## src/rtl/counter_pkg.sv

```systemverilog
// Shared types for the up/down counter: end-of-count modes and the run/halt state.
package counter_pkg;

  localparam int MODE_W = 2;

  typedef enum logic [MODE_W-1:0] {
    MODE_WRAP    = 2'b00,
    MODE_SAT     = 2'b01,
    MODE_ONESHOT = 2'b10
  } mode_t;

  typedef enum logic {
    ST_RUN  = 1'b0,
    ST_HALT = 1'b1
  } state_t;

  // The reserved encoding 2'b11 behaves as WRAP.
  function automatic mode_t decode_mode(input logic [MODE_W-1:0] m);
    if (m == MODE_SAT)          return MODE_SAT;
    else if (m == MODE_ONESHOT) return MODE_ONESHOT;
    else                        return MODE_WRAP;
  endfunction

endpackage

```

## src/rtl/cnt_tc_detect.sv

```systemverilog
// Terminal-count detection shared by the step logic and the CarryOut output.
module cnt_tc_detect #(
  parameter int WIDTH = 8
) (
  input  logic [WIDTH-1:0] cnt_i,
  input  logic [WIDTH-1:0] limit_i,
  output logic             at_top_o,
  output logic             at_bot_o
);

  // ">=" rather than "==" so a limit lowered below the count still terminates.
  assign at_top_o = (cnt_i >= limit_i);
  assign at_bot_o = (cnt_i == '0);

endmodule

```

## src/rtl/updn_counter_mod.sv

```systemverilog
// Loadable up/down counter with programmable limit, wrap/saturate/one-shot modes,
// compare match, sticky wrap flag and a cascadable terminal-count carry.
module updn_counter_mod
  import counter_pkg::*;
#(
  parameter int               WIDTH   = 8,
  parameter logic [WIDTH-1:0] RST_VAL = '0
) (
  input  logic                clk,
  input  logic                RESn,
  input  logic                EN,
  input  logic                PL,
  input  logic [WIDTH-1:0]    di,
  input  logic                INC,
  input  logic                DEC,
  input  logic                CarryIn,
  input  logic [MODE_W-1:0]   mode,
  input  logic [WIDTH-1:0]    limit,
  input  logic [WIDTH-1:0]    cmp,
  output logic [WIDTH-1:0]    dout,
  output logic                CarryOut,
  output logic                match,
  output logic                wrapped,
  output logic                done
);

  localparam logic [WIDTH-1:0] ONE = WIDTH'(1);

  logic [WIDTH-1:0] dout_q, dout_d;
  logic             wrapped_q, wrapped_d;
  state_t           state_q, state_d;

  logic  at_top, at_bot;
  logic  load, step;
  mode_t mode_s;

  cnt_tc_detect #(.WIDTH(WIDTH)) u_tc (
    .cnt_i    (dout_q),
    .limit_i  (limit),
    .at_top_o (at_top),
    .at_bot_o (at_bot)
  );

  assign mode_s = decode_mode(mode);
  assign load   = EN & PL;
  assign step   = EN & ~PL & (INC ^ DEC) & ~CarryIn & (state_q == ST_RUN);

  always_comb begin
    dout_d    = dout_q;
    wrapped_d = wrapped_q;
    state_d   = state_q;
    if (load) begin
      dout_d    = (di > limit) ? limit : di;
      wrapped_d = 1'b0;
      state_d   = ST_RUN;
    end else if (step && INC) begin
      if (!at_top) begin
        dout_d = dout_q + ONE;
      end else if (mode_s == MODE_SAT) begin
        dout_d = limit;
      end else if (mode_s == MODE_ONESHOT) begin
        dout_d  = limit;
        state_d = ST_HALT;
      end else begin
        dout_d    = '0;
        wrapped_d = 1'b1;
      end
    end else if (step) begin
      if (!at_bot) begin
        dout_d = dout_q - ONE;
      end else if (mode_s == MODE_ONESHOT) begin
        state_d = ST_HALT;
      end else if (mode_s == MODE_WRAP) begin
        dout_d    = limit;
        wrapped_d = 1'b1;
      end
    end
  end

  always_ff @(posedge clk) begin
    if (!RESn) begin
      dout_q    <= RST_VAL;
      wrapped_q <= 1'b0;
      state_q   <= ST_RUN;
    end else begin
      dout_q    <= dout_d;
      wrapped_q <= wrapped_d;
      state_q   <= state_d;
    end
  end

  // Carry is combinational so a cascaded upper stage steps on the same edge.
  assign CarryOut = RESn & step & ((INC & at_top) | (DEC & at_bot));
  assign match    = (dout_q == cmp);
  assign dout     = dout_q;
  assign wrapped  = wrapped_q;
  assign done     = (state_q == ST_HALT);

endmodule

```

## config.mk

```make
export PLATFORM = sky130hd
export DESIGN_NAME = updn_counter_mod
export DESIGN_NICKNAME = d
export VERILOG_FILES = /design/src/rtl/counter_pkg.sv /design/src/rtl/cnt_tc_detect.sv /design/src/rtl/updn_counter_mod.sv
export SDC_FILE = /design/constraint.sdc
export NUM_CORES = 1
export LEC_CHECK = 0
export CAP_MARGIN = 40
export CORE_ASPECT_RATIO = 1.25
export CORE_MARGIN = 10
export CORE_UTILIZATION = 26
export CTS_CLUSTER_DIAMETER = 30
export CTS_CLUSTER_SIZE = 24
export DETAILED_ROUTE_END_ITERATION = 8
export PLACE_DENSITY_LB_ADDON = 0.2
export SETUP_SLACK_MARGIN = 0.02
export SYNTH_ARGS = -nofsm -noshare
export SYNTH_HDL_FRONTEND = slang
export SYNTH_HIERARCHICAL = 1
export SYNTH_SLANG_ARGS = --single-unit
```

## constraint.sdc

```tcl
create_clock -name clk -period 5.75 [get_ports clk]
set_input_delay 1.15 -clock clk [delete_from_list [all_inputs] [get_ports clk]]
set_output_delay 1.15 -clock clk [all_outputs]
set_load 0.01 [all_outputs]
```

; ---- Word level (Yosys, flattened, before mapping)
; Index checks and enable logic that the tools add are counted.
[totals]
register_bits = 10
in_bits = 33
out_inout_bits = 12
word_cells = 69
[classes]
mux = 26
eq_ne = 9
magnitude_cmp = 2
add_sub_neg = 2
reduce_logical = 11
bitwise_logic = 16
[op_table]
columns = op, count
row1 = $mux W8, 10
row2 = $mux W1, 14
row3 = $and A1 B1 Y1, 9
row4 = $add A8 B1 Y8 const B, 1
row5 = $eq A8 B8 Y1, 1
row6 = $ge A8 B8 Y1, 1
row7 = $gt A8 B8 Y1, 1
row8 = $logic_not A8 Y1, 1
row9 = $sub A8 B1 Y8 const B, 1
row10 = $reduce_and A6 Y1, 1
row11 = $reduce_bool A2 Y1, 3
row12 = $not A1 Y1, 5
row13 = $eq A2 B1 Y1 const B, 2
row14 = $eq A2 B2 Y1 const B, 2
row15 = $mux W2, 2
row16 = $ne A2 B2 Y1 const B, 2
row17 = $ne A4 B1 Y1 const B, 1
row18 = $ne A4 B4 Y1 const B, 1
row19 = $reduce_and A4 Y1, 1
row20 = $reduce_and A3 Y1, 1
row21 = $reduce_bool A3 Y1, 1
row22 = $logic_not A2 Y1, 1
row23 = $reduce_or A2 Y1, 1
row24 = $logic_and A1 B1 Y1, 1
row25 = other kinds (2), 2

; ---- Logic depth before layout (Yosys ltp)
; Gate-level depths: netlist of run 1.
[depth]
word_depth = 10
depth_mapped = 10
ltp_nobuf = 10

; ---- By module
; Netlist of run 1, hierarchy kept.
[modules_own_cells]
columns = mod, area_each_um2, cells_each, seq_area_each_um2, n_inst
row1 = updn_counter_mod, 1312.5, 167, 200.2, 1
row2 = cnt_tc_detect, 209.0, 28, 0.0, 1

; ---- Worst setup path before layout of run 1
; OpenSTA, ideal clock, no wires.
[synth_timing]
path_type = input port to output port
startpoint = input port limit[7]
endpoint = output port CarryOut
cell_stages = 7
path_slack_ps = 2145
t_arrival_ps = 2455
required_time_ps = 4600
path_buffers = 0
path_cell_list = inv_1 -> ha_1 -> and3_1 -> nand3_1 -> o21ai_0 -> nand2_1 -> a21oi_1
[synth_between]
elab_chain_len = 4
[synth_rtl]
columns = element, line_no
row1 = start: declaration, updn_counter_mod.sv:18  ; input logic [WIDTH-1:0] limit,
row2 = $ge A8 B8 Y1, cnt_tc_detect.sv:12  ; assign at_top_o = (cnt_i >= limit_i);
row3 = via at_top, updn_counter_mod.sv:33  ; logic at_top, at_bot;
row4 = $and A1 B1 Y1, updn_counter_mod.sv:93  ; assign CarryOut = RESn & step & ((INC & at_top) | (DEC & at_bot));
row5 = $or A1 B1 Y1, updn_counter_mod.sv:93
row6 = $and A1 B1 Y1, updn_counter_mod.sv:93
row7 = end: declaration, updn_counter_mod.sv:21  ; output logic CarryOut,
; The timed path passes the listed nets, and every way through them passes these cells.

; ---- Worst setup path in the final report of run 1
[layout_timing]
startpoint = input port limit[6]
endpoint = output port CarryOut
; Same word-level chain as after synthesis.

==> flow_metrics.tcl, run 1 <==
set metrics [dict create \
    async_flop_share_pct 0 \
    postRouteAntennaNets 0 \
    setup_tns_ns 0 \
    powerDensity_nw_per_um2 170 \
    vias_per_cell 5.12 \
    ys_ff_latch 10 \
    synth_most_common_cell "inv_1" \
    synth_ff_type "dfxtp_1" \
    first_pass_iters 4 \
    start_util_pct 26.5 \
    hold-path-cell-count 2 \
    finalMaxSlewViolations 0 \
    synth.avg_cell_area_sq_um 7.80 \
    arrival_ns 3.71 \
    ctsHoldBuffers 0 \
    gr-usage-all-layers_pct 10.5 \
    layout-drive-gt1-share_pct 8.12 \
    whs_endpoint "wrapped$_SDFFE_PP0P_" \
    cts_resized 0 \
    yosys.area.top_type "ha_1" \
    seq_area_frac_synth_pct 13.2 \
    die-area_sq_um 9330 \
    cts-root-buf "clkbuf_8" \
    fp.dieH_um 106 \
    reg2reg_from "dout[0]$_SDFFE_PN0P_" \
    rrSetupSlack_ns 2.76 \
    cts_buffers 3 \
    synth_commonest_cells "inv_1, ha_1, a21oi_1, nand2_1, xnor2_1" \
    vdd_ir_drop_max_mv 0.0882 \
    cts.sinks 10 \
    cts_buffer_depth 2 \
    synth_top_area_share_pct 16.4 \
    status "complete, no violations" \
    first_global_vias 1574 \
    tritoncts "yes" \
    rsz0062_at_grt "false" \
    holdCritPathClass "flop to flop" \
    dp_hpwl_um 3910 \
    htreeDepth 1 \
    synth.area.top_cells "ha_1, dfxtp_1, xnor2_1, inv_1, a21oi_1" \
    fp-row-count 31 \
    cp-start-kind "input port" \
    critPathKind "input port to primary output" \
    synth_area_sq_um 1520 \
    via_count 1536 \
    post_cts_buffers 0 \
    clkTransAtPathRegs_ns 0.05 \
    hp-start "wrapped$_SDFFE_PP0P_" \
    synth_warnings 6 \
    power_leakage_nw 0.870 \
    coreArea_sq_um 5740 \
    grt_max_degree 14 \
    path_max_fanout 5 \
    rr_endpoint "dout[0]$_SDFFE_PN0P_" \
    synth_fp_nets 248 \
    portBuffers 44 \
    grt_antenna_before_repair 0 \
    dieWidth_um 88.4 \
    nNetsFinal 288 \
    num_antenna_cells 0 \
    fin_crit_sh_pct 84.5 \
    skew_ns 0.00116 \
    synth_cells 195 \
    ff2ff_path_depth 10 \
    grt_pass1_wl_um 8000 \
    period_minus_slack_ns 4.86 \
    wire_per_inst_um 15.9 \
    grt-ovfl-total 0 \
    drtIter0Drc 66 \
    fmax_ghz 0.206 \
    cp-end-kind "primary output" \
    n_fill_cell 620 \
    setup_viol 0 \
    area_growth_syn_to_layout_pct 35.5 \
    relSlewSlack_pct 52.9 \
    totalWireLength_um 4780 \
    power_mw 0.350 \
    ios 45 \
    synth-edff-count 0 \
    yosysUniqueCellTypes 45 \
    clk_latency_ns 0.24 \
    route.detailed.drc 0 \
    drv_cap 0 \
    tightest_slew_ns 0.699 \
    cp.required_ns 4.60 \
    finalHoldViolCount 0 \
    gp_congestion 0.831 \
]
critical path, cell delays in order:
cell and delay, ns:
clkdlybuf4s50_1 0.54, inv_1 0.06, ha_1 0.28, and3_1 0.17, nand3_1 0.07, o21ai_0 0.56
nand2_1 0.14, a21oi_1 0.18, clkdlybuf4s50_1 0.56
per-layer routing:
layer  part of all wire (%)  vias to the layer above  global-route usage, %
met3                    4.6                        2                   2.23
met5                      0                        -                      0
li1                       -                      792                      -
met1                     43                      716                   12.8
met4                   0.63                        0                   2.43
met2                     52                       26                   18.0
cell families (layout without fill, tap and decap cells):
group | Yosys count | in the layout | synth area share, %
AO/OA/AOI/OAI | 57 | 57 | 26.7
buffers and inverters | 30 | 69 | 7.65
AND/OR/NAND/NOR | 56 | 56 | 21.8
multiplexers | 8 | 8 | 6.17
flip-flops | 10 | 10 | 13.2
adder cells (fa/ha/maj) | 20 | 20 | 16.4
XOR/XNOR | 14 | 14 | 8.06
worst max path at each step:
| stage | from | to | slack, ns | cells after the start |
|---|---|---|---|---|
| 2_1_floorplan | limit[7] | CarryOut | 2.15 | 7 |
| 3_3_place_gp | limit[7] | CarryOut | 0.96 | 9 |
| 3_5_place_dp | limit[7] | CarryOut | 0.90 | 9 |
| 4_1_cts | limit[6] | CarryOut | 0.89 | 9 |
| 5_1_grt | limit[7] | CarryOut | 0.61 | 9 |
| 6_report | limit[6] | CarryOut | 0.89 | 9 |
report_power, final:
| part | leakage, nW | switching (mW) | internal (mW) |
|---|---|---|---|
| clock network | 0.0288 | 0.0312 | 0.0605 |
| registers | 0.0822 | 0.0182 | 0.0748 |
| logic | 0.759 | 0.0803 | 0.0853 |
per-stage QoR:
step	hold slack, ns	cell area (sq um)	setup WS (ns)	utilization [%]	std cells
CTS	0.490	2060	0.888	35.9	300
finish	0.489	2060	0.890	35.9	300
floorplan	0.505	1520	2.15	-	195
global placement	0.479	2010	0.963	35.0	296
detailed placement	0.471	2010	0.905	35.0	296
global route	0.553	2060	0.612	35.9	300
layout by cell type, fill, tap and decap left out, types with 5 or more instances in the layout:
cell and count:
nand2_1 11, nor2_1 10, inv_1 21, xnor2_1 11, a211oi_1 6, mux2i_1 6
dfxtp_1 10, o21ai_0 10, nand4_1 5, nand3_1 5, ha_1 20, clkdlybuf4s50_1 44
a21oi_1 12
cell type report:
class,count,area [sq um],share of cell area (%)
Inverter,21,78.8,3.82
Multi-Input combinational cell,155,1200,58.4
Sequential cell,10,200,9.71
Clock buffer,4,55.1,2.67
Timing Repair Buffer,44,440,21.4
Tap cell,66,82.6,4.00
state kept, by name (all words and copies together) (netlist names):
| register | count |
|---|---|
| wrapped | 1 |
| dout | 8 |
| done | 1 |
(Power assumes the default switching activity.)
==> run 2, diff against run 1 <==
==> constraint.sdc (replaced) <==
create_clock -name clk -period 4.7 [get_ports clk]
set_input_delay 0.94 -clock clk [delete_from_list [all_inputs] [get_ports clk]]
set_output_delay 0.94 -clock clk [all_outputs]
set_load 0.01 [all_outputs]
==> flow_metrics.tcl, run 2 (synthesized netlist as in run 1, its figures left out) <==
set metrics [dict create \
    post_cts_buffers 0 \
    cts.sinks 10 \
    gp_congestion 0.856 \
    drtIter0Drc 110 \
    cp.required_ns 3.76 \
    path_common_cell "clkdlybuf4s50_1" \
    cts-root-buf "clkbuf_8" \
    setup_tns_ns 0 \
    mostFrequentLayoutCells "clkdlybuf4s50_1, inv_1, ha_1, a21oi_1" \
    cp_top_family "buffers and inverters" \
    dp_hpwl_um 3960 \
    portBuffers 44 \
    cts_buffers 3 \
    dieWidth_um 88.4 \
    postRouteAntennaNets 0 \
    clkTransAtPathRegs_ns 0.05 \
    cp_cell_sequence "clkdlybuf4s50_1, inv_1, ha_1, and3_1, nand3_1, o21ai_0, nand2_1, a21oi_1, clkdlybuf4s50_1" \
    cts_buffer_depth 2 \
    fp.dieH_um 106 \
    layout_commonest_cell "clkdlybuf4s50_1" \
    cp-end-kind "primary output" \
    fin_crit_sh_pct 87.1 \
    grt_antenna_before_repair 0 \
    start_util_pct 26.5 \
    ctsHoldBuffers 0 \
    ios 45 \
    fmax_ghz 0.244 \
    cp_slowest_stage_delay_ns 0.55 \
    wire_per_inst_um 15.9 \
    die-area_sq_um 9330 \
    nNetsFinal 293 \
    slowest_stage "clkdlybuf4s50_1" \
    relSlewSlack_pct 59.8 \
    power_leakage_nw 0.889 \
    rsz0062_at_grt "false" \
    setup_viol 0 \
    cts_resized 0 \
    first_pass_iters 4 \
    grt_pass1_wl_um 8190 \
    n_fill_cell 631 \
    via_count 1564 \
    totalWireLength_um 4830 \
    path_buf_inv 3 \
    drv_cap 0 \
    area_growth_syn_to_layout_pct 37.1 \
    grt-ovfl-total 0 \
    htreeDepth 1 \
    holdCritPathClass "flop to flop" \
    clk_latency_ns 0.24 \
    powerDensity_nw_per_um2 200 \
    tritoncts "yes" \
    num_antenna_cells 0 \
    vdd_ir_drop_max_mv 0.0855 \
    layout-drive-gt1-share_pct 9.66 \
    tightest_slew_ns 0.600 \
    critPathKind "input port to primary output" \
    skew_ns 0.00245 \
    path_max_fanout 4 \
    vias_per_cell 5.14 \
    coreArea_sq_um 5740 \
    cp-start-kind "input port" \
    largest_register_ffs 8 \
    first_global_vias 1648 \
    route.detailed.drc 0 \
    finalHoldViolCount 0 \
    arrival_ns 3.16 \
    finalMaxSlewViolations 0 \
    status "complete, no violations" \
    period_minus_slack_ns 4.10 \
    gr-usage-all-layers_pct 10.8 \
    timing.hold.ws_ns 0.473 \
    fp-row-count 31 \
    grt_max_degree 14 \
]
-- run 2: path summary, 6_finish.rpt --
path	to	slack [ns]	from	cells after the start
setup / recovery	CarryOut	0.60	limit[7]	9
hold / removal	wrapped$_SDFFE_PP0P_	0.47	wrapped$_SDFFE_PP0P_	2
setup reg to reg	dout[3]$_SDFFE_PN0P_	1.96	dout[4]$_SDFFE_PN0P_	10
hold reg to reg	wrapped$_SDFFE_PP0P_	0.47	wrapped$_SDFFE_PP0P_	2
-- run 2: area by class of cell --
cell class	instances	area [sq um]	share of cell area, %
multi-input cells	155	1200	57.8
repair buffers	49	478	22.9
flip-flops and latches	10	200	9.60
well taps	66	82.6	3.96
inverters	21	78.8	3.78
clock buffers	3	41.3	1.98
-- run 2: per-layer routing --
metal | vias to the layer above | wire [um] | track usage [%]
met5 | - | 0 | 0
met4 | 0 | 60 | 3.13
met3 | 7 | 228 | 2.70
met2 | 35 | 2390 | 17.7
met1 | 720 | 2150 | 13.5
li1 | 802 | - | -
-- run 2: worst min-delay path: cells and delay by family (launching register included) --
family          cells  cell delay (ns)
flops               1             0.32
simple gates        1             0.07
compound gates      1             0.04
-- run 2: metrics by stage --
stage / area, sq um / setup slack, ns / utilization, % / instances / power (mW)
2_1_floorplan: 1520 / 1.52 / - / 195 / 0.241
3_3_place_gp: 2040 / 0.603 / 35.6 / 301 / 0.326
3_5_place_dp: 2040 / 0.607 / 35.6 / 301 / 0.327
4_1_cts: 2090 / 0.590 / 36.3 / 304 / 0.421
5_1_grt: 2090 / 0.430 / 36.3 / 304 / 0.452
6_report: 2090 / 0.604 / 36.3 / 304 / 0.416
-- run 2: power by group --
part	internal, mW	switching [mW]	total [mW]
clock	0.0564	0.0364	0.0928
combinational	0.110	0.108	0.218
sequential	0.0916	0.0140	0.106
